### src/rtl/lcd_pkg.sv
// Shared constants, timing defaults and state types for the character-LCD
// command sequencer.
package lcd_pkg;

  localparam int N_CHARS_DEF   = 16;
  localparam int T_POWERON_DEF = 720000;
  localparam int T_CMD_DEF     = 1776;
  localparam int T_CLEAR_DEF   = 72960;
  localparam int N_INIT        = 6;

  localparam logic [7:0] FUNC_SET_8B2L = 8'h38;
  localparam logic [7:0] DISP_ON       = 8'h0C;
  localparam logic [7:0] CLEAR         = 8'h01;
  localparam logic [7:0] ENTRY_INC     = 8'h06;
  localparam logic [7:0] DDRAM_L1      = 8'h80;

  typedef enum logic [2:0] {
    PWR_WAIT,
    LOAD,
    ISSUE,
    WAIT_DONE,
    RELEASE,
    IDLE
  } state_t;

  typedef enum logic {
    INIT,
    LINE
  } mode_t;

endpackage

### src/rtl/lcd_cmd_sequencer_init_rom.sv
// Power-on init table: maps an init step to its command byte and the
// execution wait the enable stage must honour after it.
module lcd_init_rom
  import lcd_pkg::*;
#(
  parameter int T_CMD   = T_CMD_DEF,
  parameter int T_CLEAR = T_CLEAR_DEF
) (
  input  logic [4:0]  step,
  output logic [7:0]  cmd_byte,
  output logic [22:0] cmd_wait
);

  // Function set is sent three times so the controller locks into 8-bit mode
  always_comb begin
    cmd_byte = FUNC_SET_8B2L;
    case (step)
      5'd0, 5'd1, 5'd2: cmd_byte = FUNC_SET_8B2L;
      5'd3:             cmd_byte = DISP_ON;
      5'd4:             cmd_byte = CLEAR;
      5'd5:             cmd_byte = ENTRY_INC;
      default:          cmd_byte = FUNC_SET_8B2L;
    endcase
    cmd_wait = (cmd_byte == CLEAR) ? 23'(T_CLEAR) : 23'(T_CMD);
  end

endmodule

### src/rtl/lcd_cmd_sequencer.sv
// HD44780 command sequencer: power-on wait, init table, then one 16-char
// line per host request, handing each byte to the enable-pulse stage.
module lcd_cmd_sequencer
  import lcd_pkg::*;
#(
  parameter int T_POWERON = T_POWERON_DEF,
  parameter int T_CMD     = T_CMD_DEF,
  parameter int T_CLEAR   = T_CLEAR_DEF,
  parameter int N_CHARS   = N_CHARS_DEF
) (
  input  logic                 CLK,
  input  logic                 RST,
  input  logic [8*N_CHARS-1:0] line_text,
  input  logic                 upd_req,
  output logic                 upd_ack,
  output logic                 init_done,
  output logic                 busy,
  output logic                 LCD_RS,
  output logic [7:0]           LCD_DATA,
  output logic [22:0]          wait_time_enable,
  output logic                 flag_rst_enable,
  input  logic                 flag_xs_enable
);

  state_t               state_q, state_d;
  mode_t                mode_q, mode_d;
  logic [19:0]          counter_q, counter_d;
  logic [4:0]           step_q, step_d;
  logic [8*N_CHARS-1:0] line_buf_q, line_buf_d;

  logic                 rs_d, flag_d, init_done_d, upd_ack_d;
  logic [7:0]           data_d;
  logic [22:0]          wait_d;

  logic [7:0]           rom_byte;
  logic [22:0]          rom_wait;
  logic [7:0]           line_byte;
  logic                 last_step;

  lcd_init_rom #(
    .T_CMD   (T_CMD),
    .T_CLEAR (T_CLEAR)
  ) u_init_rom (
    .step     (step_q),
    .cmd_byte (rom_byte),
    .cmd_wait (rom_wait)
  );

  // Step 1 addresses char 0, which sits in the most significant byte
  always_comb begin
    line_byte = 8'h00;
    for (int i = 0; i < N_CHARS; i++) begin
      if (step_q == 5'(i + 1)) line_byte = line_buf_q[8*(N_CHARS-1-i) +: 8];
    end
  end

  assign last_step = (mode_q == INIT) ? (step_q == 5'(N_INIT - 1))
                                      : (step_q == 5'(N_CHARS));
  assign busy      = (state_q != IDLE);

  always_comb begin
    state_d     = state_q;
    mode_d      = mode_q;
    counter_d   = counter_q;
    step_d      = step_q;
    line_buf_d  = line_buf_q;
    rs_d        = LCD_RS;
    data_d      = LCD_DATA;
    wait_d      = wait_time_enable;
    flag_d      = flag_rst_enable;
    init_done_d = init_done;
    upd_ack_d   = 1'b0;

    case (state_q)
      PWR_WAIT: begin
        flag_d = 1'b1;
        if (counter_q == 20'(T_POWERON - 1)) begin
          counter_d = '0;
          step_d    = '0;
          mode_d    = INIT;
          state_d   = LOAD;
        end else begin
          counter_d = counter_q + 20'd1;
        end
      end
      LOAD: begin
        if (mode_q == INIT) begin
          rs_d   = 1'b0;
          data_d = rom_byte;
          wait_d = rom_wait;
        end else if (step_q == 5'd0) begin
          rs_d   = 1'b0;
          data_d = DDRAM_L1;
          wait_d = 23'(T_CMD);
        end else begin
          rs_d   = 1'b1;
          data_d = line_byte;
          wait_d = 23'(T_CMD);
        end
        state_d = ISSUE;
      end
      ISSUE: begin
        flag_d  = 1'b0;
        state_d = WAIT_DONE;
      end
      WAIT_DONE: begin
        if (flag_xs_enable) state_d = RELEASE;
      end
      // Re-arming the enable stage here guarantees a one-cycle gap per byte
      RELEASE: begin
        flag_d = 1'b1;
        if (last_step) begin
          if (mode_q == INIT) init_done_d = 1'b1;
          else                upd_ack_d   = 1'b1;
          state_d = IDLE;
        end else begin
          step_d  = step_q + 5'd1;
          state_d = LOAD;
        end
      end
      IDLE: begin
        flag_d = 1'b1;
        if (upd_req) begin
          line_buf_d = line_text;
          mode_d     = LINE;
          step_d     = '0;
          state_d    = LOAD;
        end
      end
      default: state_d = PWR_WAIT;
    endcase
  end

  always_ff @(posedge CLK) begin
    if (RST) begin
      state_q          <= PWR_WAIT;
      mode_q           <= INIT;
      counter_q        <= '0;
      step_q           <= '0;
      line_buf_q       <= '0;
      LCD_RS           <= 1'b0;
      LCD_DATA         <= 8'h00;
      wait_time_enable <= '0;
      flag_rst_enable  <= 1'b1;
      init_done        <= 1'b0;
      upd_ack          <= 1'b0;
    end else begin
      state_q          <= state_d;
      mode_q           <= mode_d;
      counter_q        <= counter_d;
      step_q           <= step_d;
      line_buf_q       <= line_buf_d;
      LCD_RS           <= rs_d;
      LCD_DATA         <= data_d;
      wait_time_enable <= wait_d;
      flag_rst_enable  <= flag_d;
      init_done        <= init_done_d;
      upd_ack          <= upd_ack_d;
    end
  end

endmodule

### config.mk
export PLATFORM = sky130hd
export DESIGN_NAME = lcd_cmd_sequencer
export DESIGN_NICKNAME = d
export VERILOG_FILES = /design/src/rtl/lcd_pkg.sv /design/src/rtl/lcd_cmd_sequencer_init_rom.sv /design/src/rtl/lcd_cmd_sequencer.sv
export SDC_FILE = /design/constraint.sdc
export NUM_CORES = 1
export LEC_CHECK = 0
export BUFFER_PORTS_ARGS = -buffer_cell sky130_fd_sc_hd__buf_2
export CORE_AREA = 4 4 122 147
export CTS_CLUSTER_SIZE = 8
export DETAILED_ROUTE_END_ITERATION = 10
export DIE_AREA = 0 0 126 151
export GPL_ROUTABILITY_DRIVEN = 0
export HOLD_SLACK_MARGIN = 0.03
export PLACE_DENSITY = 0.76
export RECOVER_POWER = 25
export SLEW_MARGIN = 40
export SYNTH_ARGS = -nofsm -noshare
export SYNTH_HDL_FRONTEND = slang
export SYNTH_SLANG_ARGS = --single-unit
### constraint.sdc
create_clock -name CLK -period 2.5 [get_ports CLK]
set_input_delay 0.125 -clock CLK [delete_from_list [all_inputs] [get_ports CLK]]
set_output_delay 0.125 -clock CLK [all_outputs]
set_load 0.005 [all_outputs]
==> impl_metrics.sql <==
INSERT INTO impl_metrics (metric_group, metric, value, unit) VALUES
('outcome', 'status', 'completed', ''),
('timing', 'setup_ws', '0.125', 'ns'),
('synth', 'synth_compound_area_frac', '0.205', ''),
('hold_path', 'worstHoldPathType', 'primary input to flop', ''),
('grt', 'maximum_number_of_pins_on_one_net_before_global_route_repair', '130', ''),
('worst_setup_path', 'critical_path.endpoint_type', 'flop', ''),
('floorplan', 'die_area', '19000', 'µm²'),
('synth', 'synth.yosys.seq_area_share', '0.422', ''),
('timing', 'final_min_period_over_clock_period', '0.950', ''),
('floorplan', 'vert_die_dim', '151', 'µm'),
('clock_network', 'clock_path_buffers', '2', ''),
('worst_setup_path', 'critical-path-max-stage-delay', '0.44', 'ns'),
('timing', 'hold_viol', '0', ''),
('worst_setup_path', 'timing.critical_path.cells', 'inv_1, ha_1, buf_12, buf_4, nor2b_1, o21ai_0, mux2i_1, or4_1, o21ai_0', ''),
('floorplan', 'num_rows', '52', ''),
('place', 'dpl_cell_area', '9050', 'µm²'),
('final_layout', 'final_cell_area', '10900', 'µm²'),
('route', 'viasPerCell', '5.59', ''),
('pwr', 'static-leakage-power', '0.00403', 'µW'),
('floorplan', 'die_w', '126', 'µm'),
('place', 'detailedPlace.worstSlack', '0.173', 'ns'),
('worst_setup_path', 'cp.arrival', '2.72', 'ns'),
('timing', 'skew', '0.00667', 'ns'),
('flow_run', 'max_cap_violations', '0', ''),
('timing', 'max_slew_margin', '0.421', ''),
('worst_setup_path', 'crit_path_max_fanout', '42', ''),
('timing', 'final-setup-viol-count', '0', ''),
('place', 'place.port_buffers', '154', ''),
('worst_setup_path', 'crit_type', 'flop to flop', ''),
('grt', 'grt_pass1_vias', '8661', ''),
('clock_network', 'cts_setup_buffers', '0', ''),
('synth', 'postSynth.topFlopCell', 'sky130_fd_sc_hd__dfxtp_1', ''),
('synth', 'post-synth-top-area-fraction', '0.422', ''),
('floorplan', 'start_util', '0.489', ''),
('synth', 'yosys.area_share.adder', '0.00921', ''),
('final_layout', 'layout-drive-gt1-share', '0.157', ''),
('grt', 'globalRouteOverflowTotal', '0', ''),
('route', 'initialDrtViolationCount', '956', ''),
('timing', 'rsz0062_at_grt', 'no', ''),
('synth', 'synth.ff_latch_count', '172', ''),
('synth', 'synth-async-reset-ratio', '0', ''),
('synth', 'synth_enable_flop_cells', '0', ''),
('worst_setup_path', 'critical_path.startpoint_type', 'flop', ''),
('route', 'met1Wirelength', '10.1', 'mm'),
('grt', 'global_route_wire_length_before_repair', '42.6', 'mm'),
('worst_setup_path', 'worst_path_most_repeated_cell', 'sky130_fd_sc_hd__o21ai_0', ''),
('synth', 'syn_avg_cell_area', '7.31', 'µm²'),
('synth', 'syn-instance-count', '1116', ''),
('route', 'met3RoutedLength', '1.75', 'mm'),
('floorplan', 'design.core.area', '16700', 'µm²'),
('pwr', 'highest_ir_drop_seen_on_vdd', '0.476', 'mV'),
('route', 'iteration_count_of_the_initial_detailed_routing_pass', '6', ''),
('grt', 'grtUsageTotal', '0.278', ''),
('worst_setup_path', 'cp_data_required_time', '2.84', 'ns'),
('clock_network', 'cts_tree', 'done', ''),
('route', 'met2WireLength', '13.4', 'mm'),
('timing', 'timing.final.max_slew_violations', '0', ''),
('clock_network', 'cts_num_sinks', '172', ''),
('synth', 'post_synth_num_cell_types', '67', ''),
('place', 'dp_hpwl', '16.9', 'mm'),
('clock_network', 'clock_insertion_delay_worst_skew', '0.42', 'ns'),
('route', 'post_drt_wl_per_cell', '16.9', 'µm'),
('worst_setup_path', 'cp_top_family', 'simple AND/OR/NAND/NOR gates', ''),
('route', 'detail_route.drc_violations', '0', ''),
('synth', 'synth_area_leaders', 'sky130_fd_sc_hd__dfxtp_1 (42%), sky130_fd_sc_hd__nand2_1 (14%), sky130_fd_sc_hd__a21oi_1 (11%)', ''),
('route', 'detailroute.via_count', '8858', ''),
('worst_setup_path', 'critical_path.slowest_cell', 'sky130_fd_sc_hd__or4_1', ''),
('synth', 'synth_simple_gate_area_share', '0.276', ''),
('route', 'top_layer_used', 'met4', ''),
('final_layout', 'layout-area-overhead-vs-synth', '33.6', '%'),
('clock_network', 'cts.clk_slew.worst_paths', '0.06', 'ns');
-- metal layers --
metal | track usage | vias up
met3 | 0.0554 | 123
met5 | 0 | -
li1 | - | 4237
met2 | 0.480 | 468
met1 | 0.318 | 4030
met4 | 0.166 | 0
-- final timing paths --
check / startpoint / endpoint / slack, ns / cells after the start
min reg2reg: line_buf_q[14]$_SDFFE_PP0P_ / line_buf_q[14]$_SDFFE_PP0P_ / 0.45 / 2
min: flag_xs_enable / state_q[1]$_SDFFE_PP0P_ / 0.06 / 3
max reg2reg: step_q[0]$_SDFFE_PP0P_ / LCD_DATA[4]$_SDFFE_PP0N_ / 0.12 / 9
max: step_q[0]$_SDFFE_PP0P_ / LCD_DATA[4]$_SDFFE_PP0N_ / 0.12 / 9
-- cells by family after synthesis --
group | after synthesis
and+or+nand+nor | 504
AOI/OAI and AO/OA | 292
DFF | 172
buffers and inverters | 122
xor gates and xnor gates | 16
adders and majority gates | 6
muxes | 3
other | 1
-- worst reg2reg max path: stages, from the launching register on --
cell                      delay, ns
sky130_fd_sc_hd__dfxtp_1       0.43
sky130_fd_sc_hd__inv_1         0.10
sky130_fd_sc_hd__ha_1          0.26
sky130_fd_sc_hd__buf_12        0.19
sky130_fd_sc_hd__buf_4         0.18
sky130_fd_sc_hd__nor2b_1       0.12
sky130_fd_sc_hd__o21ai_0       0.26
sky130_fd_sc_hd__mux2i_1       0.14
sky130_fd_sc_hd__or4_1         0.44
sky130_fd_sc_hd__o21ai_0       0.17
-- registers in the layout, summed over array words and instances (netlist names) --
signal	cells
line_buf_q	128
LCD_DATA	8
step_q	5
flag_rst_enable	1
upd_ack	1
wait_time_enable	3
state_q	3
mode_q	1
counter_q	20
LCD_RS	1
init_done	1
-- per-stage QoR --
| step | std cells | total power (µW) | hold WS [ns] |
|---|---|---|---|
| after floorplan | 1128 | 2890 | 0.261 |
| after global placement | 1424 | 2990 | 0.366 |
| after detailed placement | 1424 | 2990 | 0.371 |
| after CTS | 1584 | 5720 | 0.0415 |
| after global routing | 1585 | 5890 | 0.0728 |
| final | 1585 | 5720 | 0.0604 |
-- cell usage in the layout (no fill, tap or decap), types with 4 or more instances in the layout --
cell type	n
sky130_fd_sc_hd__nand4_1	6
sky130_fd_sc_hd__or3_1	7
sky130_fd_sc_hd__conb_1	13
sky130_fd_sc_hd__dfxtp_1	172
sky130_fd_sc_hd__a211oi_1	9
sky130_fd_sc_hd__buf_4	27
sky130_fd_sc_hd__clkinv_2	4
sky130_fd_sc_hd__buf_2	140
sky130_fd_sc_hd__clkbuf_1	16
sky130_fd_sc_hd__nand3_1	30
sky130_fd_sc_hd__nand2_1	314
sky130_fd_sc_hd__o21ai_0	38
sky130_fd_sc_hd__ha_1	4
sky130_fd_sc_hd__nor3b_1	10
sky130_fd_sc_hd__nor2b_1	14
sky130_fd_sc_hd__nand2b_1	7
sky130_fd_sc_hd__a31oi_1	5
sky130_fd_sc_hd__dlygate4sd3_1	128
sky130_fd_sc_hd__inv_1	16
sky130_fd_sc_hd__nand3b_1	11
sky130_fd_sc_hd__xor2_1	14
sky130_fd_sc_hd__nor3_1	10
sky130_fd_sc_hd__nor2_1	60
sky130_fd_sc_hd__and3_1	9
sky130_fd_sc_hd__a221oi_1	7
sky130_fd_sc_hd__clkinvlp_4	5
sky130_fd_sc_hd__a21oi_1	186
sky130_fd_sc_hd__o22ai_1	10
sky130_fd_sc_hd__clkbuf_16	17
-- cell type report --
cell class	instances	area, µm²
fillers	1352	5770
multi-input cells	834	4230
flip-flops and latches	172	3440
repair buffers	313	2290
clock buffers	21	470
well taps	216	270
clock inverters	11	118
inverters	17	63.8
diodes	1	2.50
-- where the power goes --
group	leakage [µW]	switching, µW	total (µW)	internal [µW]
sequential	0.00139	7.15	2750	2750
combinational	0.00236	132	353	221
clock	0.000277	1070	2620	1540
-- cell usage after synthesis (3+ instances only) --
master	count
sky130_fd_sc_hd__nand2b_1	7
sky130_fd_sc_hd__clkbuf_1	73
sky130_fd_sc_hd__nor3b_1	9
sky130_fd_sc_hd__buf_2	4
sky130_fd_sc_hd__a2111oi_0	4
sky130_fd_sc_hd__buf_4	20
sky130_fd_sc_hd__buf_1	7
sky130_fd_sc_hd__or2_2	3
sky130_fd_sc_hd__nor4b_1	3
sky130_fd_sc_hd__inv_1	16
sky130_fd_sc_hd__a221oi_1	7
sky130_fd_sc_hd__nand3b_1	11
sky130_fd_sc_hd__and3_1	10
sky130_fd_sc_hd__nor3_1	10
sky130_fd_sc_hd__a31oi_1	5
sky130_fd_sc_hd__and4_1	3
sky130_fd_sc_hd__nand2_1	314
sky130_fd_sc_hd__a21oi_1	186
sky130_fd_sc_hd__and3b_1	3
sky130_fd_sc_hd__dfxtp_1	172
sky130_fd_sc_hd__nand4_1	6
sky130_fd_sc_hd__nor2_1	60
sky130_fd_sc_hd__xor2_1	14
sky130_fd_sc_hd__or3_1	7
sky130_fd_sc_hd__nand3_1	31
sky130_fd_sc_hd__o21ai_0	38
sky130_fd_sc_hd__o221ai_1	3
sky130_fd_sc_hd__ha_1	6
sky130_fd_sc_hd__nor2b_1	14
sky130_fd_sc_hd__a211oi_1	9
sky130_fd_sc_hd__o211a_1	3
sky130_fd_sc_hd__a221o_1	3
sky130_fd_sc_hd__o22ai_1	10
-- repair_timing --
item | CTS | global route
setup endpoints to repair | 0 | 5
resized for setup | 0 | 3
hold buffers | 128 | 0
hold endpoints to repair | 128 | 0
No activity file was read; power rests on OpenSTA's default activity.
